$ cat config.mk
export PLATFORM = sky130hd
export DESIGN_NAME = controller_event_queue
export DESIGN_NICKNAME = d
export VERILOG_FILES = /design/src/rtl/controller_event_queue.sv
export SDC_FILE = /design/constraint.sdc
export NUM_CORES = 1
export LEC_CHECK = 0
export CORE_AREA = 4 4 167 169
export DETAILED_ROUTE_END_ITERATION = 8
export DIE_AREA = 0 0 171 173
export PLACE_DENSITY = 0.72
export SLEW_MARGIN = 10
export SYNTH_ARGS = -nofsm -noshare
export SYNTH_HDL_FRONTEND = slang
export SYNTH_SLANG_ARGS = --single-unit
$ cat constraint.sdc
create_clock -name clk -period 2.9 [get_ports clk]
set_clock_uncertainty 0.15 [all_clocks]
set_input_delay 0.87 -clock clk [delete_from_list [all_inputs] [get_ports clk]]
set_output_delay 0.87 -clock clk [all_outputs]
set_load 0.02 [all_outputs]
$ cat src/rtl/controller_event_queue.sv
// Genesis pad front end: per-button debounce, D-pad auto-repeat, game-state gating,
// fixed-priority arbitration into a 4-deep command FIFO drained by valid/ready.
module controller_event_queue #(
    parameter logic [2:0]  CARREGANDO      = 3'b010,
    parameter logic [2:0]  VITORIA         = 3'b101,
    parameter logic [2:0]  DERROTA         = 3'b110,
    parameter int unsigned DEBOUNCE_CYCLES = 20000,
    parameter int unsigned REPEAT_DELAY    = 12500000,
    parameter int unsigned REPEAT_PERIOD   = 5000000
) (
    input  logic        clk,
    input  logic        reset_fixed,
    input  logic [11:0] buttons,
    input  logic [2:0]  game_state,
    input  logic        cmd_ready,
    output logic        cmd_valid,
    output logic [3:0]  cmd_code,
    output logic [11:0] pressed,
    output logic [2:0]  fifo_level
);

    localparam logic [15:0] DEB_LAST    = 16'(DEBOUNCE_CYCLES - 1);
    localparam logic [23:0] DELAY_LAST  = 24'(REPEAT_DELAY - 1);
    localparam logic [23:0] PERIOD_LAST = 24'(REPEAT_PERIOD - 1);

    // Arbitration order, highest priority first.
    localparam logic [3:0] PRIO [12] = '{4'd1, 4'd0, 4'd7, 4'd6, 4'd5, 4'd4,
                                         4'd3, 4'd2, 4'd11, 4'd10, 4'd9, 4'd8};

    typedef enum logic [1:0] {R_IDLE, R_DELAY, R_PERIOD} repState_t;

    logic [15:0] dbCnt_q [12];
    logic [11:0] deb_q;
    logic [11:0] flip;
    logic [11:0] pressEv;
    logic [3:0]  dirRel;

    repState_t   repState_q;
    logic [1:0]  repIdx_q;
    logic [23:0] repTimer_q;
    logic        dirPress;
    logic [1:0]  newIdx;
    logic        repRelease;
    logic        timerHit;
    logic        repFire;
    logic [11:0] repEv;

    logic        gated;
    logic [11:0] eventMask;
    logic [11:0] pend_q, pend_d;
    logic        grantValid;
    logic [3:0]  grantIdx;
    logic        pop, push, canPush;

    logic [3:0]  fifoMem_q [4];
    logic [1:0]  wrPtr_q, rdPtr_q;
    logic [2:0]  level_q, level_d;

    always_ff @(posedge clk or negedge reset_fixed) begin
        if (!reset_fixed) begin
            deb_q <= '0;
            for (int i = 0; i < 12; i++) dbCnt_q[i] <= '0;
        end else begin
            for (int i = 0; i < 12; i++) begin
                if (buttons[i] != deb_q[i]) begin
                    if (dbCnt_q[i] == DEB_LAST) begin
                        deb_q[i]   <= ~deb_q[i];
                        dbCnt_q[i] <= '0;
                    end else begin
                        dbCnt_q[i] <= dbCnt_q[i] + 16'd1;
                    end
                end else begin
                    dbCnt_q[i] <= '0;
                end
            end
        end
    end

    always_comb begin
        flip = '0;
        for (int i = 0; i < 12; i++)
            flip[i] = (buttons[i] != deb_q[i]) && (dbCnt_q[i] == DEB_LAST);
        pressEv = flip & buttons;
        dirRel  = flip[11:8] & ~buttons[11:8];
    end

    always_comb begin
        dirPress = |pressEv[11:8];
        newIdx   = repIdx_q;
        for (int d = 0; d < 4; d++)
            if (pressEv[8 + d]) newIdx = 2'(d);
        repRelease = dirRel[repIdx_q];
        timerHit   = ((repState_q == R_DELAY)  && (repTimer_q == DELAY_LAST)) ||
                     ((repState_q == R_PERIOD) && (repTimer_q == PERIOD_LAST));
        // A new press or a release of the repeating direction pre-empts a repeat.
        repFire    = timerHit && !dirPress && !repRelease;
        repEv      = repFire ? (12'h100 << repIdx_q) : 12'h000;
    end

    always_ff @(posedge clk or negedge reset_fixed) begin
        if (!reset_fixed) begin
            repState_q <= R_IDLE;
            repIdx_q   <= '0;
            repTimer_q <= '0;
        end else if (dirPress) begin
            repState_q <= R_DELAY;
            repIdx_q   <= newIdx;
            repTimer_q <= '0;
        end else if (repState_q != R_IDLE && repRelease) begin
            repState_q <= R_IDLE;
            repTimer_q <= '0;
        end else begin
            case (repState_q)
                R_DELAY: begin
                    if (timerHit) begin
                        repState_q <= R_PERIOD;
                        repTimer_q <= '0;
                    end else begin
                        repTimer_q <= repTimer_q + 24'd1;
                    end
                end
                R_PERIOD: begin
                    if (timerHit) repTimer_q <= '0;
                    else          repTimer_q <= repTimer_q + 24'd1;
                end
                default: repTimer_q <= '0;
            endcase
        end
    end

    always_comb begin
        gated     = (game_state == CARREGANDO) || (game_state == VITORIA) ||
                    (game_state == DERROTA);
        eventMask = gated ? 12'h002 : 12'hFFF;

        grantValid = 1'b0;
        grantIdx   = '0;
        for (int k = 11; k >= 0; k--) begin
            if (pend_q[PRIO[k]]) begin
                grantValid = 1'b1;
                grantIdx   = PRIO[k];
            end
        end

        pop     = cmd_valid && cmd_ready;
        canPush = (level_q != 3'd4) || pop;
        push    = grantValid && canPush;

        pend_d = pend_q;
        if (push) pend_d[grantIdx] = 1'b0;
        pend_d = pend_d | ((pressEv | repEv) & eventMask);

        case ({push, pop})
            2'b10:   level_d = level_q + 3'd1;
            2'b01:   level_d = level_q - 3'd1;
            default: level_d = level_q;
        endcase
    end

    always_ff @(posedge clk or negedge reset_fixed) begin
        if (!reset_fixed) begin
            pend_q  <= '0;
            wrPtr_q <= '0;
            rdPtr_q <= '0;
            level_q <= '0;
            for (int j = 0; j < 4; j++) fifoMem_q[j] <= '0;
        end else begin
            pend_q  <= pend_d;
            level_q <= level_d;
            if (push) begin
                fifoMem_q[wrPtr_q] <= grantIdx;
                wrPtr_q            <= wrPtr_q + 2'd1;
            end
            if (pop) rdPtr_q <= rdPtr_q + 2'd1;
        end
    end

    assign cmd_valid  = (level_q != 3'd0);
    assign cmd_code   = fifoMem_q[rdPtr_q];
    assign pressed    = deb_q;
    assign fifo_level = level_q;

endmodule

==> impl_metrics.toml <==
[cts]
cts_buffers = 29
clk_latency_ns = 0.54
tritoncts = "built"
ctsHtreeMaxLevel = 1
holdBufCountCts = 0
clk_pin_slew_ns = 0.06
clock_path_buffers = 3
cts_root_buffer = "clkbuf_16"
numClockSinks = 267

[yosys]
ys_async_sr_fraction = 1.00
syn_inst = 1306
yosysTopAreaCell = "dfrtp_1"
ys_seq_elements = 267
synth_edf_count = 0
ys_seq_area_frac = 0.509
ys_warn_count = 0
syn_area_mm2 = 0.0131
synth_flop_cell = "dfrtp_1"
synth_top_area_frac = 0.509
synth.top_cells.by_area = "dfrtp_1, xor2_1, nor2_1, xnor2_1, nand3_1"
ys_types = 65
synth_area_per_cell_um2 = 10.0
synth_nets = 1346

[global_routing]
antenna_found_initial = 0
grt_pass1_vias = 9305
grt_max_degree = 64
overflow = 0
grt_pass1_wl_um = 43900
grt_use_total = 0.172

[final_layout]
diodes = 0
nets = 1426
area_delta_synth_final_pct = 14.6
fin_area_mm2 = 0.0150
drive_gt1_frac = 0.103

[floorplanning]
fp-row-count = 60
start_util = 0.493
chipHeight_um = 173
io_pins = 38
die_w_um = 171
fp.dieArea_mm2 = 0.0296
core_area_mm2 = 0.0266

[detailed_routing]
num_vias = 9299
drcViolationCount = 0
drt_iter0_drc = 405
antenna_left = 0
viasPerCell = 5.34
post_drt_wl_per_cell_um = 14.2
wirelength_um = 24800
dr.pass1.iters = 4

[timing]
rsz0062_at_grt = "false"
finalHoldViolations = 0
slew_viol_final = 0
max_slew_margin = 0.606
fin_crit_ns = 2.81
finalSetupViolCount = 0
max_freq_mhz = 356
tightestPinTransition_ns = 0.586
fin_hold_ws_ns = 0.127
timing.final.crit_share = 0.970

[worst_setup_path]
slowest_stage = "mux4_2"
critPathTopFamily = "multiplexers"
cp-start-kind = "flip-flop"
worstPathRequired_ns = 1.88
cp.arrival_ns = 1.79
slowest_delay_ns = 0.51
cp.buffers_inverters = 2
crit_chain = "buf_4 > mux4_2 > clkbuf_2"
end_kind = "output port"
path_class = "flip-flop to output port"
crit_fanout = 5

[placement]
place.gp.congestion = 0.820
numPortBuffers = 37
dp_hpwl_um = 17400
placed_area_mm2 = 0.0141

[power_and_ir_drop]
peakVddDrop_v = 0.000392
total_power_mw = 9.70
leakagePower_nw = 6.46
power.density_mw_per_mm2 = 646

[flow_run]
max_cap_violations = 0

[hold_path]
hp-class = "input pin to async pin"

[outcome]
status = "complete, no violations"
## worst reg2reg max path, stage by stage (launching register included)
cell,delay [ns]
dfrtp_1,0.40
ha_1,0.24
and4_1,0.26
nand4_4,0.15
nor3b_2,0.07
a2111o_1,0.39
or4b_2,0.67
buf_12,0.23
nor2_1,0.13
## logic make-up (layout without fill, tap and decap cells)
family / count (synthesis) / count (layout) / synth area share
AOI/OAI and AO/OA: 82 / 82 / 0.0363
xor gates and xnor gates: 191 / 191 / 0.128
adders and majority gates: 22 / 22 / 0.0216
DFF: 267 / 267 / 0.509
and+or+nand+nor: 670 / 670 / 0.265
buffers and inverters: 53 / 149 / 0.0183
muxes: 21 / 21 / 0.0214
## sequential cells by signal, indices dropped and copies added, names as in the netlist
name and flops:
fifo_level 3, pressed 12, repIdx_q 2, pend_q 12, repTimer_q 24, wrPtr_q 2
fifoMem_q 16, dbCnt_q 192, rdPtr_q 2, repState_q 2
## synth_stat cells (2+ instances only)
master    number
nand4b_1       5
inv_1         29
nand4_2        2
o31ai_1        4
nor2_1       232
nor4b_1       17
and4_1        11
nand3b_1       9
nor4bb_1       4
nand3_1       88
and2_1         9
or4b_2         2
or4b_1         2
or2_2          7
o21ai_0       43
nand2_1      110
ha_1          21
a31oi_1        2
or3_1         18
buf_12         2
nor3b_1        5
xor2_1       120
or4_1          6
a21oi_1       20
nand2b_1      12
clkbuf_1      19
mux2_2        16
nor2_4        13
nor3_1        15
xnor2_1       71
mux4_2         4
o31a_1         2
nor2b_1        5
dfrtp_1      267
nor4_1         9
and3_1        30
nor2_2         7
nand4_1       41
## final timing paths
| check | slack, ns | cells after the start | startpoint | end |
|---|---|---|---|---|
| max in group asynchronous | 1.77 | 2 | reset_fixed | dbCnt_q[83] |
| min | 0.13 | 1 | reset_fixed | dbCnt_q[111] |
| max reg2reg | 0.14 | 8 | dbCnt_q[32] | repTimer_q[2] |
| min reg2reg | 0.33 | 1 | dbCnt_q[176] | dbCnt_q[176] |
| min in group clk | 0.33 | 1 | dbCnt_q[176] | dbCnt_q[176] |
| max | 0.09 | 3 | rdPtr_q[0] | cmd_code[2] |
## where the power goes
part	switching, mW	internal [mW]	leakage (nW)	total, mW
Clock	1.42	2.09	0.448	3.51
Sequential	0.240	4.00	3.65	4.24
Combinational	1.13	0.817	2.37	1.95
Total	2.80	6.90	6.46	9.70
## metal layers
layer | global-route usage | up-vias | routed length, um
met5 | 0 | - | 0
met4 | 0.0462 | 0 | 546
met3 | 0.0254 | 44 | 805
met2 | 0.276 | 108 | 11600
met1 | 0.247 | 4526 | 11900
li1 | - | 4621 | -
## stage by stage
stage / utilization / setup slack, ns / instances / setup TNS [ns]
5_1_grt: 0.565 / 0.00246 / 1743 / 0
6_report: 0.565 / 0.0878 / 1743 / 0
4_1_cts: 0.565 / 0.0134 / 1742 / 0
2_1_floorplan: - / 0.139 / 1306 / 0
3_3_place_gp: 0.531 / -0.217 / 1694 / -5.22
3_5_place_dp: 0.531 / -0.294 / 1694 / -6.34
## cells in the final DEF, fill, tap and decap left out, types with 12 or more instances in the layout
| master | count |
|---|---|
| o21ai_0 | 43 |
| xnor2_1 | 71 |
| a21oi_1 | 20 |
| nand2_1 | 110 |
| nor2_1 | 232 |
| mux2_2 | 16 |
| ha_1 | 21 |
| nor4b_1 | 17 |
| clkdlybuf4s50_1 | 31 |
| inv_1 | 29 |
| or3_1 | 18 |
| nor3_1 | 15 |
| and3_1 | 30 |
| nand4_1 | 41 |
| dfrtp_1 | 266 |
| buf_4 | 30 |
| xor2_1 | 120 |
| nor2_4 | 13 |
| nand2b_1 | 12 |
| clkbuf_16 | 29 |
| nand3_1 | 88 |
## timing repair
item | 4_1_cts | 5_1_grt
buffers inserted | 1 | 1
gates resized for setup | 10 | 5
setup endpoints to repair | 5 | 5
## layout make-up
| class | instances | area, um2 |
|---|---|---|
| fillers | 2351 | 11500 |
| well taps | 341 | 427 |
| clock inverters | 9 | 98.8 |
| flip-flops and latches | 267 | 6680 |
| multi-input cells | 986 | 6200 |
| inverters | 29 | 109 |
| clock buffers | 38 | 800 |
| repair buffers | 73 | 704 |
Note: power is estimated with default switching activity, not from simulation.
